<file path="src/rtl/ray_sink_pkg.sv">
// Shared types for the ray sink: FIFO entry layout, output FSM states and default widths.
// The FIFO entry is a packed struct sized by the RAY_* widths below; ray_sink's width
// parameters default to these and must stay equal to them.
package ray_sink_pkg;

  localparam int RAY_IDX_W = 32;
  localparam int RAY_DIR_W = 32;
  localparam int RAY_DIM_W = 13;

  typedef struct packed {
    logic [RAY_IDX_W-1:0] idx;
    logic [RAY_DIR_W-1:0] dir_x;
    logic [RAY_DIR_W-1:0] dir_y;
    logic [RAY_DIR_W-1:0] dir_z;
  } ray_entry_t;

  typedef enum logic [1:0] {
    OUT_IDLE,
    OUT_CONV,
    OUT_DIV,
    OUT_PRESENT
  } sink_state_t;

endpackage

</file>
<file path="src/rtl/ray_sink_if.sv">
// Downstream ray bus from the sink to the tracer (valid/ready).
// Signals: out_valid/out_ready handshake, out_dir_x/y/z direction, out_pix_x/y pixel, out_last.
// master = ray_sink (drives the ray), slave = tracer (drives out_ready).
interface ray_sink_if
  import ray_sink_pkg::*;
#(
  parameter int DIR_W = RAY_DIR_W,
  parameter int DIM_W = RAY_DIM_W
);
  logic             out_valid;
  logic             out_ready;
  logic [DIR_W-1:0] out_dir_x;
  logic [DIR_W-1:0] out_dir_y;
  logic [DIR_W-1:0] out_dir_z;
  logic [DIM_W-1:0] out_pix_x;
  logic [DIM_W-1:0] out_pix_y;
  logic             out_last;

  modport master (
    output out_valid, out_dir_x, out_dir_y, out_dir_z, out_pix_x, out_pix_y, out_last,
    input  out_ready
  );

  modport slave (
    input  out_valid, out_dir_x, out_dir_y, out_dir_z, out_pix_x, out_pix_y, out_last,
    output out_ready
  );
endinterface

</file>
<file path="src/rtl/ray_sink_pixel_index_div.sv">
// pixel_index_div: restoring divider turning a linear pixel index into row (quot) and column (rem).
// Ports: clk/reset (sync, active-high), start, dividend, divisor in; busy, done (1-cycle pulse), quot, rem out.
// One quotient bit per cycle, IDX_W cycles after start is taken; divisor==0 yields quot=0, rem=0.
module pixel_index_div #(
  parameter int IDX_W = 32,
  parameter int DIM_W = 13
) (
  input  logic             clk,
  input  logic             reset,
  input  logic             start,
  input  logic [IDX_W-1:0] dividend,
  input  logic [DIM_W-1:0] divisor,
  output logic             busy,
  output logic             done,
  output logic [IDX_W-1:0] quot,
  output logic [DIM_W-1:0] rem
);
  localparam int CNT_W = $clog2(IDX_W + 1);

  // dq starts as the dividend and shifts left, filling with quotient bits from the bottom.
  logic [IDX_W-1:0] dq;
  logic [DIM_W-1:0] part;
  logic [DIM_W-1:0] dvs;
  logic [CNT_W-1:0] cnt;
  logic [DIM_W:0]   trial;
  logic [DIM_W-1:0] part_nxt;
  logic             qbit;

  // The partial remainder is always < divisor, so after subtraction it fits DIM_W bits.
  always_comb begin
    trial    = {part, dq[IDX_W-1]};
    qbit     = 1'b0;
    part_nxt = trial[DIM_W-1:0];
    if (trial >= {1'b0, dvs}) begin
      qbit     = 1'b1;
      part_nxt = DIM_W'(trial - {1'b0, dvs});
    end
  end

  always_ff @(posedge clk) begin
    if (reset) begin
      busy <= 1'b0;
      done <= 1'b0;
      cnt  <= '0;
      dq   <= '0;
      part <= '0;
      dvs  <= '0;
      quot <= '0;
      rem  <= '0;
    end else begin
      done <= 1'b0;
      if (start && !busy) begin
        busy <= 1'b1;
        cnt  <= '0;
        dq   <= dividend;
        part <= '0;
        dvs  <= divisor;
      end else if (busy) begin
        dq   <= {dq[IDX_W-2:0], qbit};
        part <= part_nxt;
        cnt  <= cnt + CNT_W'(1);
        if (cnt == CNT_W'(IDX_W - 1)) begin
          busy <= 1'b0;
          done <= 1'b1;
          quot <= (dvs == '0) ? '0 : {dq[IDX_W-2:0], qbit};
          rem  <= (dvs == '0) ? '0 : part_nxt;
        end
      end
    end
  end
endmodule

</file>
<file path="src/rtl/ray_sink.sv">
// ray_sink: captures rays issued by the generator, buffers them and hands them to the tracer
// with pixel coordinates. Ports: clk, reset (sync, active-high), image_width/height, ray_dir_x/y/z,
// loop_index in; ready_internal (generator flow control), overflow (sticky drop) out; ray_out bus.
// Optional: RAY_SINK_STATS_EN adds stat_rays (accepted rays) and stat_drops (dropped rays), saturating.
module ray_sink
  import ray_sink_pkg::*;
#(
  parameter int DEPTH = 4,
  parameter int IDX_W = RAY_IDX_W,
  parameter int DIR_W = RAY_DIR_W,
  parameter int DIM_W = RAY_DIM_W
) (
  input  logic             clk,
  input  logic             reset,
  input  logic [DIM_W-1:0] image_width,
  input  logic [DIM_W-1:0] image_height,
  input  logic [DIR_W-1:0] ray_dir_x,
  input  logic [DIR_W-1:0] ray_dir_y,
  input  logic [DIR_W-1:0] ray_dir_z,
  input  logic [IDX_W-1:0] loop_index,
  output logic             ready_internal,
  output logic             overflow,
`ifdef RAY_SINK_STATS_EN
  output logic [31:0]      stat_rays,
  output logic [15:0]      stat_drops,
`endif
  ray_sink_if.master       ray_out
);
  localparam int PTR_W = $clog2(DEPTH);
  localparam int CNT_W = PTR_W + 1;
  localparam int FW    = 2 * DIM_W;
  localparam int CW    = (IDX_W > FW) ? IDX_W : FW;

  ray_entry_t       mem [DEPTH];
  ray_entry_t       head;
  ray_entry_t       cur;
  logic [PTR_W-1:0] wptr, rptr;
  logic [CNT_W-1:0] count, count_nxt;
  logic [IDX_W-1:0] prev_idx, expected_idx;
  logic [FW-1:0]    frame_px;
  logic [DIM_W-1:0] col, row;
  logic             capture, full, push, pop, drop;
  sink_state_t      state;

  logic             div_start, div_done, div_busy_unused, quot_hi_unused;
  logic [IDX_W-1:0] div_quot;
  logic [DIM_W-1:0] div_rem;

  function automatic logic is_last(input logic [IDX_W-1:0] idx, input logic [FW-1:0] px);
    return CW'(idx) == CW'(px) - CW'(1);
  endfunction

  // Full-width frame size so large images never alias the last-pixel / range checks.
  assign frame_px = FW'(image_width) * FW'(image_height);

  // A new ray shows up as loop_index stepping by exactly one; the ray it announces is prev_idx.
  assign capture   = (loop_index == prev_idx + IDX_W'(1)) && (CW'(prev_idx) < CW'(frame_px));
  assign full      = (count == CNT_W'(DEPTH));
  assign pop       = (state == OUT_PRESENT) && ray_out.out_ready;
  // The pop frees its slot first, so a capture on a full FIFO is still accepted alongside a pop.
  assign push      = capture && (!full || pop);
  assign drop      = capture && full && !pop;
  assign count_nxt = count + CNT_W'(push) - CNT_W'(pop);
  assign head      = mem[rptr];

  // Row never exceeds the image height, so the quotient's upper bits are always zero.
  assign quot_hi_unused = |div_quot[IDX_W-1:DIM_W];

  always_ff @(posedge clk) begin
    if (reset) begin
      prev_idx       <= '0;
      wptr           <= '0;
      rptr           <= '0;
      count          <= '0;
      ready_internal <= 1'b0;
      overflow       <= 1'b0;
    end else begin
      prev_idx <= loop_index;
      if (push) wptr <= wptr + PTR_W'(1);
      if (pop)  rptr <= rptr + PTR_W'(1);
      count <= count_nxt;
      // Margin of two covers the ray the generator may already have in flight.
      ready_internal <= (CNT_W'(DEPTH) - count_nxt) >= CNT_W'(2);
      if (drop) overflow <= 1'b1;
    end
  end

  // Storage needs no reset: pointers and count define which slots are live.
  always_ff @(posedge clk) begin
    if (push) mem[wptr] <= '{idx: prev_idx, dir_x: ray_dir_x, dir_y: ray_dir_y, dir_z: ray_dir_z};
  end

  always_ff @(posedge clk) begin
    if (reset) begin
      state             <= OUT_IDLE;
      cur               <= '0;
      expected_idx      <= '0;
      col               <= '0;
      row               <= '0;
      div_start         <= 1'b0;
      ray_out.out_valid <= 1'b0;
      ray_out.out_dir_x <= '0;
      ray_out.out_dir_y <= '0;
      ray_out.out_dir_z <= '0;
      ray_out.out_pix_x <= '0;
      ray_out.out_pix_y <= '0;
      ray_out.out_last  <= 1'b0;
    end else begin
      div_start <= 1'b0;
      case (state)
        OUT_IDLE: begin
          if (count != '0) state <= OUT_CONV;
        end
        OUT_CONV: begin
          cur <= head;
          if (head.idx == expected_idx) begin
            // Sequential ray: the running col/row counters already hold its pixel.
            ray_out.out_valid <= 1'b1;
            ray_out.out_dir_x <= head.dir_x;
            ray_out.out_dir_y <= head.dir_y;
            ray_out.out_dir_z <= head.dir_z;
            ray_out.out_pix_x <= col;
            ray_out.out_pix_y <= row;
            ray_out.out_last  <= is_last(head.idx, frame_px);
            state             <= OUT_PRESENT;
          end else begin
            div_start <= 1'b1;
            state     <= OUT_DIV;
          end
        end
        OUT_DIV: begin
          if (div_done) begin
            // Resynchronise the counters so following sequential rays take the fast path.
            col               <= div_rem;
            row               <= div_quot[DIM_W-1:0];
            ray_out.out_valid <= 1'b1;
            ray_out.out_dir_x <= cur.dir_x;
            ray_out.out_dir_y <= cur.dir_y;
            ray_out.out_dir_z <= cur.dir_z;
            ray_out.out_pix_x <= div_rem;
            ray_out.out_pix_y <= div_quot[DIM_W-1:0];
            ray_out.out_last  <= is_last(cur.idx, frame_px);
            state             <= OUT_PRESENT;
          end
        end
        OUT_PRESENT: begin
          if (ray_out.out_ready) begin
            ray_out.out_valid <= 1'b0;
            if (ray_out.out_last) begin
              expected_idx <= '0;
              col          <= '0;
              row          <= '0;
            end else begin
              expected_idx <= cur.idx + IDX_W'(1);
              if (col == image_width - DIM_W'(1)) begin
                col <= '0;
                row <= row + DIM_W'(1);
              end else begin
                col <= col + DIM_W'(1);
              end
            end
            state <= (count_nxt != '0) ? OUT_CONV : OUT_IDLE;
          end
        end
        default: state <= OUT_IDLE;
      endcase
    end
  end

  pixel_index_div #(
    .IDX_W(IDX_W),
    .DIM_W(DIM_W)
  ) u_div (
    .clk     (clk),
    .reset   (reset),
    .start   (div_start),
    .dividend(cur.idx),
    .divisor (image_width),
    .busy    (div_busy_unused),
    .done    (div_done),
    .quot    (div_quot),
    .rem     (div_rem)
  );

`ifdef RAY_SINK_STATS_EN
  always_ff @(posedge clk) begin
    if (reset) begin
      stat_rays  <= '0;
      stat_drops <= '0;
    end else begin
      if (pop && (stat_rays != '1))   stat_rays  <= stat_rays + 32'd1;
      if (drop && (stat_drops != '1)) stat_drops <= stat_drops + 16'd1;
    end
  end
`endif
endmodule
</file>
<file path="src/flat_wrapper.sv">
// flat-port wrapper written by rule: the top's interface ports become plain ports
module ray_sink_flat import ray_sink_pkg::*;
#(
  parameter int DEPTH = 4,
  parameter int IDX_W = RAY_IDX_W,
  parameter int DIR_W = RAY_DIR_W,
  parameter int DIM_W = RAY_DIM_W
)
  (clk, reset, image_width, image_height, ray_dir_x, ray_dir_y, ray_dir_z, loop_index, ready_internal, overflow, ray_out_out_valid, ray_out_out_dir_x, ray_out_out_dir_y, ray_out_out_dir_z, ray_out_out_pix_x, ray_out_out_pix_y, ray_out_out_last, ray_out_out_ready);
  ray_sink_if #(.DIR_W(DIR_W), .DIM_W(DIM_W)) ray_out_i ();
  input  logic clk;
  input  logic reset;
  input  logic [DIM_W-1:0] image_width;
  input  logic [DIM_W-1:0] image_height;
  input  logic [DIR_W-1:0] ray_dir_x;
  input  logic [DIR_W-1:0] ray_dir_y;
  input  logic [DIR_W-1:0] ray_dir_z;
  input  logic [IDX_W-1:0] loop_index;
  output logic ready_internal;
  output logic overflow;
  output wire logic [$bits(ray_out_i.out_valid)-1:0] ray_out_out_valid;
  output wire logic [$bits(ray_out_i.out_dir_x)-1:0] ray_out_out_dir_x;
  output wire logic [$bits(ray_out_i.out_dir_y)-1:0] ray_out_out_dir_y;
  output wire logic [$bits(ray_out_i.out_dir_z)-1:0] ray_out_out_dir_z;
  output wire logic [$bits(ray_out_i.out_pix_x)-1:0] ray_out_out_pix_x;
  output wire logic [$bits(ray_out_i.out_pix_y)-1:0] ray_out_out_pix_y;
  output wire logic [$bits(ray_out_i.out_last)-1:0] ray_out_out_last;
  input wire logic [$bits(ray_out_i.out_ready)-1:0] ray_out_out_ready;
  assign ray_out_out_valid = ray_out_i.out_valid;
  assign ray_out_out_dir_x = ray_out_i.out_dir_x;
  assign ray_out_out_dir_y = ray_out_i.out_dir_y;
  assign ray_out_out_dir_z = ray_out_i.out_dir_z;
  assign ray_out_out_pix_x = ray_out_i.out_pix_x;
  assign ray_out_out_pix_y = ray_out_i.out_pix_y;
  assign ray_out_out_last = ray_out_i.out_last;
  assign ray_out_i.out_ready = ray_out_out_ready;
  ray_sink #(.DEPTH(DEPTH), .IDX_W(IDX_W), .DIR_W(DIR_W), .DIM_W(DIM_W)) u_core (.clk(clk), .reset(reset), .image_width(image_width), .image_height(image_height), .ray_dir_x(ray_dir_x), .ray_dir_y(ray_dir_y), .ray_dir_z(ray_dir_z), .loop_index(loop_index), .ready_internal(ready_internal), .overflow(overflow), .ray_out(ray_out_i));
endmodule
</file>
<file path="config.mk">
export PLATFORM = sky130hd
export DESIGN_NAME = ray_sink_flat
export DESIGN_NICKNAME = d
export VERILOG_FILES = /design/src/rtl/ray_sink_pkg.sv /design/src/rtl/ray_sink_if.sv /design/src/rtl/ray_sink_pixel_index_div.sv /design/src/rtl/ray_sink.sv /design/src/flat_wrapper.sv
export SDC_FILE = /design/constraint.sdc
export NUM_CORES = 2
export LEC_CHECK = 0
export CORE_UTILIZATION = 25
export DETAILED_ROUTE_END_ITERATION = 16
export HOLD_SLACK_MARGIN = 0.06
export PLACE_DENSITY = 0.46
export SLEW_MARGIN = 5
export SYNTH_ARGS = -nofsm -noshare
export SYNTH_HDL_FRONTEND = slang
export SYNTH_SLANG_ARGS = --single-unit
</file>
<file path="constraint.sdc">
create_clock -name clk -period 16.7 [get_ports clk]
set_clock_uncertainty 0.1 [all_clocks]
set_input_delay 4.175 -clock clk [delete_from_list [all_inputs] [get_ports clk]]
set_output_delay 4.175 -clock clk [all_outputs]
set_load 0.01 [all_outputs]
</file>
==> out/metrics.csv <==
stage,metric,value,unit
status,status,finished clean,
clocking,cts.sinks,960,
floorplanning,coreArea,186000,sq um
placement,io_buffers,282,
detailed_routing,drt_wl_total,131,mm
floorplanning,die_h,435,um
floorplanning,io_pins,283,
logic_synthesis,syn_avg_cell_area,11.8,sq um
logic_synthesis,synthesis.nets,4378,
clocking,cts_resized,0,
timing,fmax,72.6,MHz
detailed_routing,drc_errors,0,
logic_synthesis,ys_seq_area_share,51.9,%
global_routing,gr-total-overflow,0,
clocking,numCtsBuffers,113,
logic_synthesis,synth-main-ff-cell,edfxtp_1,
logic_synthesis,yosysWarnings,0,
setup_path,required,17.23,ns
flow_run,cap_violations,0,
logic_synthesis,synth_cells,3969,
setup_path,r2r_slack,10.69,ns
global_routing,grt.total_usage,13.7,%
timing,hold_viol_final,0,
final_layout,fin_util,30.2,%
setup_path,cpPeakStageDelay,0.91,ns
timing,slew_violations,0,
timing,worst_pin_slew,1.11,ns
clocking,postCtsHoldBufs,0,
floorplanning,initial_core_util,25.2,%
detailed_routing,dr.pass1.iters,5,
setup_path,startpoint_type,input pin,
final_layout,multi_input_area,20800,sq um
clocking,cts.clk_slew.worst_paths,0.06,ns
setup_path,worst_r2r_startpoint,u_core.prev_idx[2],
logic_synthesis,synth_area,46900,sq um
timing,fin_crit_sh,82.5,%
setup_path,cp.arrival,14.31,ns
setup_path,crit_slowest_cell,clkdlybuf4s50_1,
global_routing,grt_max_degree,161,
final_layout,seqCellArea,24400,sq um
pwr,peakVddDrop,0.175,mV
detailed_routing,num_vias,30600,
setup_path,path_class,in -> reg,
setup_path,cp_common_cell,inv_1,
logic_synthesis,synth_edf_count,512,
global_routing,antenna_found_initial,15,
setup_path,startpoint,image_width[10],
global_routing,grt_pass1_wl,201,mm
floorplanning,rows,158,
placement,hpwl,89.0,mm
timing,fin_ws,2.92,ns
floorplanning,fp.dieW,435,um
pwr,power_density,170,nW/um^2
worst_hold_path,min_path_type,reg -> reg,
final_layout,fin_nets,4577,
detailed_routing,via_per_inst,4.54,
clocking,cts_buffer_depth,3,
timing,finalSetupViolations,0,
timing,slew-limit-headroom,25.8,%
clocking,post_cts_buffers,0,
clocking,cts_tree,done,
clocking,worstSkewPairLatency,0.76,ns
logic_synthesis,synth_seq_cells,960,
logic_synthesis,async_flop_share,0,%
placement,preCtsSetupSlack,2.29,ns
final_layout,n_fill_cell,19000,
setup_path,end_kind,flip-flop,
timing,finalCriticalPeriod,13.78,ns
setup_path,rr_worst_depth,12,
detailed_routing,drt_iter0_drc,1760,
final_layout,layout-drive-gt1-share,9.15,%
floorplanning,die_area,189000,sq um
setup_path,worstReg2RegEnd,u_core.mem[2][5],
setup_path,worst-path-max-fanout,18,
final_layout,n_antenna_cell,0,
final_layout,area_growth,19.7,%
detailed_routing,post_drt_wl_per_cell,19.4,um
detailed_routing,ant_nets,0,
placement,gp_congestion,0.789,
clocking,cts-root-buf,clkbuf_16,
global_routing,first_global_vias,31300,
logic_synthesis,synth_cell_types,84,
timing,finalSetupTns,0,ns
pwr,leakagePower,0.0191,uW
setup_path,crit_end,u_core.state[0],
timing,grt_setup_unrepaired,no,
clocking,cts.htree.levels,3,
[routing by layer]
| metal | vias to the layer above | track usage [%] | routed length, um |
|---|---|---|---|
| li1 | 14600 | - | - |
| met1 | 15300 | 18.1 | 60200 |
| met2 | 493 | 23.1 | 62800 |
| met5 | - | 0 | 172 |
| met3 | 197 | 2.51 | 5050 |
| met4 | 26 | 3.23 | 2710 |
[flip-flops by register name (all words and copies together) (netlist names), 2 cells and up, named ones only]
name,flops
u_core.row,13
u_core.u_div.quot,13
u_core.expected_idx,32
u_core.ray_out.out_pix_x,13
u_core.ray_out.out_dir_y,32
u_core.prev_idx,32
u_core.ray_out.out_dir_x,32
u_core.ray_out.out_pix_y,13
u_core.col,13
u_core.rptr,2
u_core.u_div.rem,13
u_core.u_div.cnt,6
u_core.wptr,2
u_core.u_div.part,13
u_core.count,3
u_core.state,2
u_core.mem,512
u_core.u_div.dvs,13
u_core.u_div.dq,32
u_core.cur,128
u_core.ray_out.out_dir_z,32
[layout by cell type (no fill, tap or decap), types with 26 or more instances in the layout]
master	n
a211oi_1	135
a21oi_1	130
a22oi_1	33
and2_1	90
buf_4	26
clkbuf_1	33
clkbuf_16	116
clkdlybuf4s50_1	281
dfxtp_1	444
edfxtp_1	512
fa_1	123
ha_1	127
inv_1	246
mux2i_1	323
mux4_2	128
nand2_1	216
nand3_1	55
nand4_1	38
nor2_1	465
nor2b_1	55
nor3_1	43
o21ai_0	87
xnor2_1	122
xor2_1	60
[final cells by class]
type,instances,share of cell area [%]
well taps,2480,5.53
clock inverters,46,1.10
clock buffers,163,5.73
flip-flops and latches,960,43.4
inverters,247,1.65
multi-input cells,2531,37.0
repair buffers,315,5.63
[critical path, delay by kind of cell]
family                   cells  cell delay (ns)
AO/OA/AOI/OAI                7             1.35
XOR/XNOR                     1             0.40
adder cells (fa/ha/maj)     12             4.87
buffers and inverters        8             1.48
AND/OR/NAND/NOR              8             2.00
[Yosys cell counts, drive strengths merged (15+ instances only)]
| master | number | area [sq um] |
|---|---|---|
| edfxtp | 512 | 15400 |
| nor2 | 467 | 1750 |
| dfxtp | 448 | 8970 |
| mux2i | 323 | 3230 |
| inv | 247 | 927 |
| nand2 | 216 | 811 |
| clkbuf | 181 | 689 |
| a211oi | 141 | 1080 |
| a21oi | 134 | 693 |
| ha | 129 | 1610 |
| mux4 | 128 | 2880 |
| xnor2 | 125 | 1120 |
| fa | 123 | 2460 |
| o21ai | 95 | 475 |
| and2 | 94 | 588 |
| xor2 | 60 | 526 |
| nand3 | 55 | 275 |
| nor2b | 55 | 344 |
| buf | 50 | 250 |
| nor3 | 44 | 220 |
| nand4 | 38 | 238 |
| a22oi | 33 | 248 |
| nor4 | 25 | 156 |
| a21o | 21 | 159 |
| and3 | 21 | 131 |
| a22o | 19 | 166 |
| or3 | 16 | 105 |
| o21a | 15 | 120 |
[worst min-delay path by stage]
stage / start / end / slack, ns / cells after the start
after floorplan: u_core.u_div.dvs[11] / u_core.u_div.dvs[11] / 0.34 / 2
after global placement: u_core.u_div.dvs[11] / u_core.u_div.dvs[11] / 0.35 / 2
after detailed placement: u_core.u_div.dvs[7] / u_core.u_div.dvs[7] / 0.36 / 2
after global routing: u_core.u_div.dvs[7] / u_core.u_div.dvs[7] / 0.38 / 2
final: u_core.u_div.dvs[4] / u_core.u_div.dvs[4] / 0.36 / 2
after CTS: u_core.u_div.dvs[4] / u_core.u_div.dvs[4] / 0.37 / 2
[cells by family after synthesis]
group           Yosys count  share of synthesized area [%]
buf+inv                 478                           3.98
flops                   960                           51.9
compound gates          543                           7.82
mux                     459                           13.2
fa+ha+maj               253                           8.71
simple gates           1091                           10.9
xor+xnor                185                           3.50
[where the power goes]
| part | internal, uW | switching (uW) |
|---|---|---|
| Combinational | 1660 | 2450 |
| Clock | 1500 | 1020 |
| Sequential | 2730 | 199 |
| Total | 5880 | 3680 |
[stage by stage]
| step | total power, uW | cell area [sq um] | std cells | hold WS (ns) |
|---|---|---|---|---|
| global placement | 7080 | 52300 | 6533 | 0.350 |
| detailed placement | 7090 | 52300 | 6533 | 0.358 |
| floorplan | 5820 | 46900 | 3969 | 0.336 |
| finish | 9560 | 56100 | 6742 | 0.360 |
| CTS | 9680 | 56100 | 6742 | 0.366 |
| global route | 10200 | 56100 | 6742 | 0.378 |
(Power assumes the default switching activity.)
